File: config.mk
export PLATFORM = sky130hd
export DESIGN_NAME = id_ex_skid
export DESIGN_NICKNAME = d
export VERILOG_FILES = /design/src/rtl/id_ex_skid_pkg.sv /design/src/rtl/id_ex_slot.sv /design/src/rtl/id_ex_skid.sv
export SDC_FILE = /design/constraint.sdc
export NUM_CORES = 1
export LEC_CHECK = 0
export ABC_AREA = 1
export BUFFER_PORTS_ARGS = -buffer_cell sky130_fd_sc_hd__clkbuf_2
export CORE_UTILIZATION = 53
export DETAILED_ROUTE_END_ITERATION = 8
export PLACE_DENSITY = 0.76
export SLEW_MARGIN = 20
export SYNTH_ARGS = -nofsm -noshare
export SYNTH_HDL_FRONTEND = slang
export SYNTH_SLANG_ARGS = --single-unit
File: constraint.sdc
create_clock -name clk -period 1.64 [get_ports clk]
set_input_delay 0.164 -clock clk [delete_from_list [all_inputs] [get_ports clk]]
set_output_delay 0.164 -clock clk [all_outputs]
set_load 0.05 [all_outputs]
File: src/rtl/id_ex_skid_pkg.sv
// Shared constants and state encoding for the ID/EX skid-buffered pipeline register.
package id_ex_skid_pkg;

    localparam int ALUOP_W_DEF  = 8;
    localparam int ALUSEL_W_DEF = 3;
    localparam int DATA_W_DEF   = 32;
    localparam int ADDR_W_DEF   = 5;
    localparam int CNT_W_DEF    = 16;

    localparam logic [ALUOP_W_DEF-1:0]  NOP_ALUOP_DEF  = 8'h00;
    localparam logic [ALUSEL_W_DEF-1:0] NOP_ALUSEL_DEF = 3'b000;
    localparam logic [DATA_W_DEF-1:0]   ZERO_WORD      = '0;
    localparam logic [ADDR_W_DEF-1:0]   NOP_ADDR       = '0;

    typedef enum logic [1:0] {
        ST_EMPTY = 2'd0,
        ST_ONE   = 2'd1,
        ST_FULL  = 2'd2
    } state_t;

endpackage

File: src/rtl/id_ex_slot.sv
// One instruction payload register; clear forces NOP contents and wins over load.
module id_ex_slot
    import id_ex_skid_pkg::*;
#(
    parameter int                    ALUOP_W    = ALUOP_W_DEF,
    parameter int                    ALUSEL_W   = ALUSEL_W_DEF,
    parameter int                    DATA_W     = DATA_W_DEF,
    parameter int                    ADDR_W     = ADDR_W_DEF,
    parameter logic [ALUOP_W-1:0]    NOP_ALUOP  = NOP_ALUOP_DEF,
    parameter logic [ALUSEL_W-1:0]   NOP_ALUSEL = NOP_ALUSEL_DEF
) (
    input  logic                clk,
    input  logic                load,
    input  logic                clear,
    input  logic [ALUOP_W-1:0]  d_aluop,
    input  logic [ALUSEL_W-1:0] d_alusel,
    input  logic [DATA_W-1:0]   d_reg1,
    input  logic [DATA_W-1:0]   d_reg2,
    input  logic [ADDR_W-1:0]   d_wd,
    input  logic                d_wreg,
    output logic [ALUOP_W-1:0]  q_aluop,
    output logic [ALUSEL_W-1:0] q_alusel,
    output logic [DATA_W-1:0]   q_reg1,
    output logic [DATA_W-1:0]   q_reg2,
    output logic [ADDR_W-1:0]   q_wd,
    output logic                q_wreg
);

    always_ff @(posedge clk) begin
        if (clear) begin
            q_aluop  <= NOP_ALUOP;
            q_alusel <= NOP_ALUSEL;
            q_reg1   <= '0;
            q_reg2   <= '0;
            q_wd     <= '0;
            q_wreg   <= 1'b0;
        end else if (load) begin
            q_aluop  <= d_aluop;
            q_alusel <= d_alusel;
            q_reg1   <= d_reg1;
            q_reg2   <= d_reg2;
            q_wd     <= d_wd;
            q_wreg   <= d_wreg;
        end
    end

endmodule

File: src/rtl/id_ex_skid.sv
// ID/EX boundary: valid/ready handshake with a 2-entry skid, flush and a saturating stall counter.
// Handshake: a beat transfers on a rising clk edge where valid & ready; in_ready is registered.
module id_ex_skid
    import id_ex_skid_pkg::*;
#(
    parameter int                  ALUOP_W    = ALUOP_W_DEF,
    parameter int                  ALUSEL_W   = ALUSEL_W_DEF,
    parameter int                  DATA_W     = DATA_W_DEF,
    parameter int                  ADDR_W     = ADDR_W_DEF,
    parameter int                  CNT_W      = CNT_W_DEF,
    parameter logic [ALUOP_W-1:0]  NOP_ALUOP  = NOP_ALUOP_DEF,
    parameter logic [ALUSEL_W-1:0] NOP_ALUSEL = NOP_ALUSEL_DEF
) (
    input  logic                clk,
    input  logic                rst,
    input  logic                flush,
    input  logic                in_valid,
    output logic                in_ready,
    input  logic [ALUOP_W-1:0]  in_aluop,
    input  logic [ALUSEL_W-1:0] in_alusel,
    input  logic [DATA_W-1:0]   in_reg1,
    input  logic [DATA_W-1:0]   in_reg2,
    input  logic [ADDR_W-1:0]   in_wd,
    input  logic                in_wreg,
    output logic                out_valid,
    input  logic                out_ready,
    output logic [ALUOP_W-1:0]  out_aluop,
    output logic [ALUSEL_W-1:0] out_alusel,
    output logic [DATA_W-1:0]   out_reg1,
    output logic [DATA_W-1:0]   out_reg2,
    output logic [ADDR_W-1:0]   out_wd,
    output logic                out_wreg,
    output logic [CNT_W-1:0]    stall_cnt,
    output logic [1:0]          fsm_state
);

    state_t state, state_nx;
    logic   in_fire, out_fire;
    logic   main_load, main_clear, skid_load, skid_clear, promote;

    logic [ALUOP_W-1:0]  skid_aluop;
    logic [ALUSEL_W-1:0] skid_alusel;
    logic [DATA_W-1:0]   skid_reg1, skid_reg2;
    logic [ADDR_W-1:0]   skid_wd;
    logic                skid_wreg;

    assign in_fire   = in_valid & in_ready;
    assign out_fire  = out_valid & out_ready;
    assign fsm_state = state;

    always_comb begin
        state_nx   = state;
        main_load  = 1'b0;
        main_clear = 1'b0;
        skid_load  = 1'b0;
        skid_clear = 1'b0;
        promote    = 1'b0;
        if (rst || flush) begin
            state_nx   = ST_EMPTY;
            main_clear = 1'b1;
            skid_clear = 1'b1;
        end else begin
            case (state)
                ST_EMPTY: begin
                    if (in_fire) begin
                        main_load = 1'b1;
                        state_nx  = ST_ONE;
                    end
                end
                ST_ONE: begin
                    if (out_fire && in_fire) begin
                        main_load = 1'b1;
                    end else if (out_fire) begin
                        main_clear = 1'b1;
                        state_nx   = ST_EMPTY;
                    end else if (in_fire) begin
                        skid_load = 1'b1;
                        state_nx  = ST_FULL;
                    end
                end
                ST_FULL: begin
                    // in_ready is low here, so only the skid entry can move.
                    if (out_fire) begin
                        main_load  = 1'b1;
                        promote    = 1'b1;
                        skid_clear = 1'b1;
                        state_nx   = ST_ONE;
                    end
                end
                default: begin
                    state_nx   = ST_EMPTY;
                    main_clear = 1'b1;
                    skid_clear = 1'b1;
                end
            endcase
        end
    end

    always_ff @(posedge clk) begin
        state     <= state_nx;
        out_valid <= (state_nx != ST_EMPTY);
        in_ready  <= (state_nx != ST_FULL);
    end

    always_ff @(posedge clk) begin
        if (rst) begin
            stall_cnt <= '0;
        end else if (out_valid && !out_ready && (stall_cnt != {CNT_W{1'b1}})) begin
            stall_cnt <= stall_cnt + CNT_W'(1);
        end
    end

    id_ex_slot #(
        .ALUOP_W(ALUOP_W), .ALUSEL_W(ALUSEL_W), .DATA_W(DATA_W), .ADDR_W(ADDR_W),
        .NOP_ALUOP(NOP_ALUOP), .NOP_ALUSEL(NOP_ALUSEL)
    ) u_skid (
        .clk(clk), .load(skid_load), .clear(skid_clear),
        .d_aluop(in_aluop), .d_alusel(in_alusel), .d_reg1(in_reg1),
        .d_reg2(in_reg2), .d_wd(in_wd), .d_wreg(in_wreg),
        .q_aluop(skid_aluop), .q_alusel(skid_alusel), .q_reg1(skid_reg1),
        .q_reg2(skid_reg2), .q_wd(skid_wd), .q_wreg(skid_wreg)
    );

    id_ex_slot #(
        .ALUOP_W(ALUOP_W), .ALUSEL_W(ALUSEL_W), .DATA_W(DATA_W), .ADDR_W(ADDR_W),
        .NOP_ALUOP(NOP_ALUOP), .NOP_ALUSEL(NOP_ALUSEL)
    ) u_main (
        .clk(clk), .load(main_load), .clear(main_clear),
        .d_aluop (promote ? skid_aluop  : in_aluop),
        .d_alusel(promote ? skid_alusel : in_alusel),
        .d_reg1  (promote ? skid_reg1   : in_reg1),
        .d_reg2  (promote ? skid_reg2   : in_reg2),
        .d_wd    (promote ? skid_wd     : in_wd),
        .d_wreg  (promote ? skid_wreg   : in_wreg),
        .q_aluop(out_aluop), .q_alusel(out_alusel), .q_reg1(out_reg1),
        .q_reg2(out_reg2), .q_wd(out_wd), .q_wreg(out_wreg)
    );

endmodule

# Yosys cells after proc, flatten, opt, wreduce, memory -nomap -nowiden

Cells that the tools add are included.

Input port bits: 86
Flip-flop bits (word level): 182
Logic and storage cells: 61
Output and inout bits: 101

Multiplexer cells: 29
Reductions and logical operators: 9
Bitwise operators: 2
Add/subtract/negate cells: 1
Equality and inequality tests: 4

Operator list:

| kind                                                             | count |
|---|---|
| 32-bit two-way mux                                               | 2 |
| 16-bit by 1-bit adder with 16-bit output (second input constant) | 1 |
| 16-bit != test (second input constant)                           | 1 |
| 1-bit two-way mux                                                | 14 |
| 2-bit two-way mux                                                | 6 |
| 8-bit two-way mux                                                | 1 |
| 2-bit one-hot mux with 3 select lines                            | 1 |
| 5-bit two-way mux                                                | 1 |
| 1-bit one-hot mux with 2 select lines                            | 2 |
| 2-bit OR reduction                                               | 2 |
| 1-bit logical AND                                                | 3 |
| 3-bit two-way mux                                                | 1 |
| 1-bit one-hot mux with 3 select lines                            | 1 |
| 1-bit AND                                                        | 2 |
| 2-bit by 1-bit == test with 1-bit output (second input constant) | 1 |
| 2-bit == test (second input constant)                            | 1 |
| 2-bit logical NOT                                                | 1 |
| 2-bit != test (second input constant)                            | 1 |
| 2-bit nonzero test                                               | 1 |
| 1-bit logical NOT                                                | 1 |
| 1-bit logical OR                                                 | 1 |

# Depth between registers and ports, before layout

Gate-level depths: netlist of the first run.

Depth after elaboration: 7
Gate-level depth with buffers: 9
Mapped depth without buffers: 9

# Hierarchy

A second synthesis of the first run with hierarchy kept.

Cell total of the unflattened synthesis: 1299
Area total of the unflattened synthesis: 9103.7 µm²

By module, submodules not included:

| module     | area an instance (µm²) | seq. area each (µm²) | cells each | instances |
|---|---|---|---|---|
| id_ex_slot | 3325.7                 | 1621.6               | 513        | 2 |
| id_ex_skid | 2452.4                 | 400.4                | 273        | 1 |

# Worst setup path after synthesis of the first run

No wires, ideal clock.

Path kind: register -> register
Start point: reg stall_cnt[0]
End point: reg stall_cnt[0]
Required time: 1.525 ns
Period minus slack after synthesis: 1.844 ns
Slack: -0.204 ns
Library setup time: 0.115 ns
Buffers on the path: 1
Stages on the path, launching flop included: 10
Arrival: 1.730 ns
Path through: dfxtp_1 -> ha_1 -> nand2_1 -> nor2_1 -> nand2_1 -> nor2_1 -> nor2_1 -> buf_4 -> nor2_1 -> nor2_1

Longest elaborated chain between the ends: 2
Elaborated cells on any way between the ends: 3
Classes of those cells: 1 x add/sub; 1 x eq/ne; 1 x reduce/logical

RTL lines:

| item                                                                             | line              | text |
|---|---|---|
| start: declaration                                                               | id_ex_skid.sv:33  | `output logic [CNT_W-1:0] stall_cnt,` |
| start signal: assignment                                                         | id_ex_skid.sv:109 | `stall_cnt <= stall_cnt + CNT_W'(1);` |
| branches (longest 2 deep; another with 16-bit by 1-bit adder with 16-bit output) | n/a               |  |

Several ways; the timed one is not identified.
A chain may end at the register's enable or synchronous reset.

# Final worst setup path of the first run

Start point: reg in_ready
End point: reg u_main.q_reg2[19]

Longest elaborated chain between the ends: 5
Elaborated cells on any way between the ends: 9
Classes of those cells: 7 x mux; 1 x bitwise; 1 x reduce/logical

RTL lines:

| item                                                                                                  | line              | text |
|---|---|---|
| start: declaration                                                                                    | id_ex_skid.sv:18  | `output logic in_ready,` |
| start signal: assignment                                                                              | id_ex_skid.sv:102 | `in_ready <= (state_nx != ST_FULL);` |
| 1-bit AND (*)                                                                                         | id_ex_skid.sv:47  | `assign in_fire = in_valid & in_ready;` |
| 1-bit logical AND                                                                                     | id_ex_skid.sv:71  | `if (out_fire && in_fire) begin` |
| 1-bit two-way mux                                                                                     | id_ex_skid.sv:71  |  |
| 1-bit one-hot mux with 3 select lines / 1-bit one-hot mux with 2 select lines (equally long branches) | id_ex_skid.sv:63  | `case (state)` |
| 1-bit two-way mux                                                                                     | id_ex_skid.sv:58  | `if (rst \|\| flush) begin` |
| end signal: assignment                                                                                | id_ex_slot.sv:41  | `q_reg2 <= d_reg2;` |
| end: declaration                                                                                      | id_ex_slot.sv:24  | `output logic [DATA_W-1:0] q_reg2,` |

Every way passes the cells marked *; elsewhere a longest branch is shown, timed or not.

==> results of run 1 <==
worst paths after layout:
| kind | to | startpoint | cells past startpoint | slack, ns |
|---|---|---|---|---|
| max | u_main.q_reg2[19] | in_ready | 8 | 0.09 |
| min reg2reg | u_skid.q_reg2[10] | u_skid.q_reg2[10] | 2 | 0.46 |
| max reg2reg | u_main.q_reg2[19] | in_ready | 8 | 0.09 |
| min | u_skid.q_wd[2] | in_wd[2] | 3 | 0.01 |
timing repair:
item / 4_1_cts / 5_1_grt
hold buffers: 6 / 0
pin swaps: 0 / 1
endpoints found under the setup margin: 41 / 121
setup buffers: 0 / 2
gates resized for setup: 3 / 12
hold endpoints to repair: 6 / 0
gates cloned: 0 / 3
power breakdown:
part           leakage [nW]  switching, W  internal [W]
Clock                 0.265       0.00172       0.00217
Combinational          2.29      0.000468      0.000259
Sequential             1.47     0.0000213       0.00446
area by class of cell:
| class | instances | area share |
|---|---|---|
| inverters | 106 | 0.04105 |
| well taps | 180 | 0.02309 |
| clock buffers | 21 | 0.04720 |
| clock inverters | 11 | 0.01039 |
| repair buffers | 238 | 0.1607 |
| flip-flops and latches | 182 | 0.3751 |
| multi-input cells | 698 | 0.3425 |
critical path: cells and delay by family (launching register included):
family	cells	cell delay, ns
simple gates	3	0.30
buf+inv	3	0.42
flops	1	0.34
compound gates	2	0.41
cells in the mapped netlist, drive strengths merged:
master,instances,area share
a211oi,81,0.086
a21oi,93,0.061
a31oi,1,0.00082
buf,37,0.029
clkbuf,31,0.015
dfxtp,182,0.47
ha,1,0.0016
inv,106,0.052
nand2,300,0.15
nand3,11,0.0078
nand3b,1,0.00098
nand4,5,0.0041
nor2,111,0.055
o21ai,87,0.058
o31ai,1,0.0016
xnor2,2,0.0023
xor2,4,0.0046
cells by family (layout without fill, tap and decap cells):
| group | after synthesis | in the layout | share of synthesized area |
|---|---|---|---|
| XOR/XNOR | 6 | 6 | 0.006846 |
| buffers and inverters | 174 | 376 | 0.09584 |
| AND/OR/NAND/NOR | 428 | 428 | 0.2145 |
| adder cells (fa/ha/maj) | 1 | 1 | 0.001630 |
| flip-flops | 182 | 182 | 0.4747 |
| AO/OA/AOI/OAI | 263 | 263 | 0.2065 |
state kept, by name, indices dropped and copies added (netlist names):
register,cells
u_main.q_reg1,32
u_main.q_reg2,32
u_skid.q_reg1,32
u_skid.q_reg2,32
stall_cnt,16
u_main.q_aluop,8
u_skid.q_aluop,8
u_main.q_wd,5
u_skid.q_wd,5
u_main.q_alusel,3
u_skid.q_alusel,3
fsm_state,2
in_ready,1
out_valid,1
u_main.q_wreg,1
u_skid.q_wreg,1
metal layers:
metal / vias up / global-route usage / wire [microns]
li1: 3782 / - / -
met1: 3237 / 0.3277 / 8986
met2: 194 / 0.3982 / 8715
met3: 14 / 0.04972 / 1042
met4: 0 / 0.07165 / 149
met5: - / 0 / 0
stage by stage:
| stage | cell area (sq um) | util | setup TNS [ns] | setup WS (ns) |
|---|---|---|---|---|
| floorplan | 7691 | - | 0 | 0.0004486 |
| global placement | 8996 | 0.6431 | -2.626 | -0.2765 |
| detailed placement | 8996 | 0.6431 | -3.169 | -0.2978 |
| CTS | 9629 | 0.6884 | 0 | 0.04589 |
| global route | 9754 | 0.6973 | -0.05682 | -0.02162 |
| finish | 9754 | 0.6973 | 0 | 0.08799 |
==> out/summary.txt, run 1 <==
Outcome: finished, final reports clean
Largest net degree at the start of global routing: 64
Drt pass-1 iters: 7
Most frequent cells in the layout: nand2_1, clkbuf_2, dfxtp_1, nor2_1, inv_1
Worst Skew: 0.01019 ns
Leading cell type in the layout, fill and taps excluded: nand2_1
Placed cells: 1,393
Worst vdd ir: 0.6658 mV
Seq/Total Area, Yosys: 0.4747
Fin crit period: 1.552 ns
Multi-input gate area: 3341 sq um
Pleak: 4.030 nW
Iter 0 DRT Violations: 577
Final Non-Filler Cells: 1,436
DR WL/cell: 13.16 microns
CTS tree: done
Yosys warning total: 0
Cell variety after synth: 26
Vias in the first global route: 6,325
Worst-Skew Late Latency: 0.43 ns
Detailed Route WL: 18,890 microns
Clock slew at reported path FFs: 0.07 ns
H-Tree Depth: 4
CP arrival: 1.90 ns
Syn Std Cell Area: 7676 sq um
Gr usage total: 0.2451
Maximum clock insertion buffer count: 2
Die Wd: 122.3 microns
Share of post-route cells with drive strength above 1: 0.2373
Num rows: 43
Hold_ws: 0.01146 ns
Crit-path max cell delay: 0.34 ns
Num CTS Buffers: 17
CP cell instances: nand2_1 -> inv_2 -> nand3_2 -> o21ai_4 -> buf_12 -> buf_12 -> nand2_1 -> a21oi_1
Max-slew violations: 0
Vias/cell: 5.033
Via Count: 7,227
GPL Wtd Cong: 0.7947
Period utilization: 0.9463
Slowest CP cell: dfxtp_2
P&R area growth vs syn: 27.07%
Detailed-placement wirelength estimate: 11,480 microns
I/O Buffers: 186
Max Freq: 0.6443 GHz
PwrDens: 933.5 nW/um^2
Die ar.: 14,970 sq um
ANT nets after route: 0
Core ar.: 13,990 sq um
Fin. Hold Viols: 0
DRC viols: 0
Initial antenna violation count: 0
Initial Util: 0.5487
CP max FO: 21
Critical Path End Type: flip-flop
GRT overflow: 0
Boundary Pins: 187
Worst Path Required: 1.99 ns
Crit start category: flip-flop
Root buf cell: clkbuf_16
Post-Synthesis Net Count: 1,141
Fill cells: 1,214
Max-cap violation count: 0
Syn Area/Cell: 7.283 sq um
Rel. slew slack: 0.7549
Die Ht: 122.3 microns
N_diodes: 0
Crit Path Class: reg -> reg
Synth Instances: 1,054
Layout net count: 1,330
Pwr Total: 0.009105 W
Storage element area: 3659 sq um
First-pass GRT wire length: 29,430 microns
Worst min-delay path category: in -> reg
Yosys reg bits: 182
CTS sink cnt: 182
Final setup vio count: 0
Worst slew pin tran: 0.3667 ns
Note: power is estimated with default switching activity, not from simulation.
==> run 2, diff against run 1 <==
--- a/config.mk
+++ b/config.mk
@@ -7,9 +7,9 @@
 export LEC_CHECK = 0
 export ABC_AREA = 1
 export BUFFER_PORTS_ARGS = -buffer_cell sky130_fd_sc_hd__clkbuf_2
-export CORE_UTILIZATION = 53
+export CORE_UTILIZATION = 55
 export DETAILED_ROUTE_END_ITERATION = 8
-export PLACE_DENSITY = 0.76
+export PLACE_DENSITY = 0.79
 export SLEW_MARGIN = 20
 export SYNTH_ARGS = -nofsm -noshare
 export SYNTH_HDL_FRONTEND = slang
==> constraint.sdc (replaced) <==
create_clock -name clk -period 1.91 [get_ports clk]
set_input_delay 0.191 -clock clk [delete_from_list [all_inputs] [get_ports clk]]
set_output_delay 0.191 -clock clk [all_outputs]
set_load 0.05 [all_outputs]
==> out/summary.txt, run 2 (same netlist as run 1, synthesis figures left out) <==
Largest net degree at the start of global routing: 107 (+67%)
Fin. Hold Viols: 0 (unchanged)
Initial Util: 0.5728 (+0.02408)
Final setup vio count: 0 (unchanged)
Drt pass-1 iters: 5 (-2)
Num CTS Buffers: 17 (unchanged)
Period utilization: 0.9069 (-0.03944)
Crit start category: flip-flop
GPL Wtd Cong: 0.7836 (-1.4%)
Worst path bufs/invs: 0 (-3)
Worst R2R Setup Slack: 0.18 ns (+0.09 ns)
Fin crit period: 1.732 ns (+0.1802 ns)
H-Tree Depth: 4 (unchanged)
PwrDens: 875.4 nW/um^2 (-6.2%)
ANT nets after route: 0 (unchanged)
Maximum clock insertion buffer count: 2 (unchanged)
Hold buffer count at CTS: 0 (-6)
Outcome: finished, final reports clean
Most frequent cells in the layout: nand2_1, clkbuf_2, dfxtp_1, nor2_1, inv_1
Worst-Skew Late Latency: 0.42 ns (about the same)
Die Ht: 120.1 microns (-1.8%)
Worst min-delay path category: in -> reg
Clock slew at reported path FFs: 0.07 ns (about the same)
Pleak: 3.885 nW (-3.6%)
R2r startpoint: stall_cnt[11]
P&R area growth vs syn: 23.11%
First-pass GRT wire length: 29,170 microns (-0.87%)
Via Count: 7,139 (-1.2%)
Detailed-placement wirelength estimate: 11,460 microns (-0.16%)
Iter 0 DRT Violations: 554 (-4.0%)
Slowest CP cell: nor2_2
CP arrival: 2.05 ns (+0.15 ns)
Max-cap violation count: 0 (unchanged)
Crit Path Class: reg -> reg
CTS sink cnt: 182 (unchanged)
Gr usage total: 0.2510 (+0.005940)
Vias/cell: 5.092 (+1.2%)
GRT overflow: 0 (unchanged)
Delay-heaviest family, CP: simple AND/OR/NAND/NOR gates
DR WL/cell: 12.96 microns (-1.5%)
Max Freq: 0.5773 GHz (-10%)
Pwr Total: 0.008273 W (-9.1%)
Post-CTS Setup Bufs: 0 (unchanged)
Cell count of the worst reg-to-reg path: 8 (unchanged)
Final design utilization: 0.7052 (+0.007912)
Detailed Route WL: 18,170 microns (-3.8%)
Die ar.: 14,430 sq um (-3.6%)
Worst Skew: 0.008157 ns (-0.002033 ns)
WP depth: 8 (unchanged)
Dpl ws: -0.07525 ns (+0.2225 ns)
N_diodes: 0 (unchanged)
Critical Path End Type: flip-flop
Worst slew pin tran: 0.6271 ns (+0.2603 ns)
I/O Buffers: 186 (unchanged)
CTS tree: done
RSZ-0062 raised after global routing: false
Core ar.: 13,400 sq um (-4.2%)
Initial antenna violation count: 0 (unchanged)
Worst Setup EP: stall_cnt[15]
Die Wd: 120.1 microns (-1.8%)
Leading cell type in the layout, fill and taps excluded: nand2_1
Fin worst setup slack: 0.1778 ns (+0.08983 ns)
CP Launch Point: stall_cnt[11]
Share of post-route cells with drive strength above 1: 0.2104 (-0.02682)
Max-slew violations: 0 (unchanged)
Boundary Pins: 187 (unchanged)
Layout net count: 1,300 (-2.3%)
CP cell instances: nand2_1 -> nor2_1 -> nand2_1 -> nor2_1 -> nor2_2 -> nand3_1 -> nand2_1 -> nor2_1
Fill cells: 1,154 (-4.9%)
Rel. slew slack: 0.5815 (-0.1734)
DRC viols: 0 (unchanged)
Crit-path max cell delay: 0.49 ns (+0.15 ns)
Worst vdd ir: 0.5974 mV (-10%)
Root buf cell: clkbuf_16
Cell depth of the worst hold path: 3 (unchanged)
Worst R2R End: stall_cnt[15]
Num rows: 42 (-2.3%)
CP max FO: 16 (-24%)
Vias in the first global route: 6,298 (-0.43%)
Worst Path Required: 2.23 ns (+0.24 ns)
==> run 2: cell count changes in the layout (fill, tap and decap cells not counted), moves of 2 or more <==
cell	before	now
dlygate4sd3_1	6	0
clkbuf_16	20	17
nor2_1	106	108
o21ai_1	5	1
dfxtp_2	12	0
o21ai_0	80	84
bufinv_16	1	5
clkinvlp_4	4	1
buf_12	14	8
buf_4	28	14
dfxtp_1	170	182
==> run 2: layout make-up <==
cell class / instances / area [sq um] / area share
sequential: 182 / 3643 / 0.3855
multi-input combinational: 698 / 3333 / 0.3527
timing repair buffer: 208 / 1196 / 0.1266
clock buffer: 21 / 460.4 / 0.04872
inverter: 106 / 400.4 / 0.04237
tap: 176 / 220.2 / 0.02330
clock inverter: 11 / 196.4 / 0.02079
==> run 2: how the worst min path moves through the flow <==
stage,startpoint,end
3_5_place_dp,u_skid.q_reg2[0],u_skid.q_reg2[0]
2_1_floorplan,rst,fsm_state[0]
6_report,in_reg2[5],u_skid.q_reg2[5]
3_3_place_gp,u_skid.q_aluop[6],u_skid.q_aluop[6]
4_1_cts,in_reg2[4],u_skid.q_reg2[4]
5_1_grt,in_reg2[5],u_skid.q_reg2[5]
==> run 2: worst reg2reg max path: stages (launching register included) <==
cell and delay, ns:
dfxtp_1 0.38, nand2_1 0.12, nor2_1 0.06, nand2_1 0.18, nor2_1 0.08, nor2_2 0.49
nand3_1 0.17, nand2_1 0.11, nor2_1 0.04
==> run 2: per-stage QoR <==
| stage | area, sq um | TNS [ns] | hold WS (ns) | std cells |
|---|---|---|---|---|
| finish | 9450 | 0 | 0.03831 | 1402 |
| global route | 9450 | 0 | 0.02004 | 1402 |
| CTS | 9443 | 0 | 0.02000 | 1402 |
| detailed placement | 8783 | -0.08247 | 0.4467 | 1370 |
| global placement | 8783 | 0 | 0.4461 | 1370 |
| floorplan | 7676 | 0 | 0.3633 | 1054 |
==> run 2: what timing repair did <==
| item | 4_1_cts | 5_1_grt |
|---|---|---|
| endpoints found under the setup margin | 2 | 2 |
| cloned | 0 | 0 |
| resized for setup | 1 | 1 |
==> run 2: power breakdown <==
| group | internal [W] | leakage (nW) | switching (W) |
|---|---|---|---|
| sequential | 0.00383 | 1.47 | 0.0000182 |
| combinational | 0.000184 | 2.10 | 0.000385 |
| clock | 0.00240 | 0.319 | 0.00145 |
| total | 0.00642 | 3.88 | 0.00186 |
==> run 2: per-layer routing <==
layer | part of all wire | vias up | global-route usage
li1 | - | 3720 | -
met1 | 0.47 | 3206 | 0.3231
met2 | 0.46 | 184 | 0.4095
met3 | 0.055 | 29 | 0.05798
met4 | 0.018 | 0 | 0.09063
met5 | 0 | - | 0
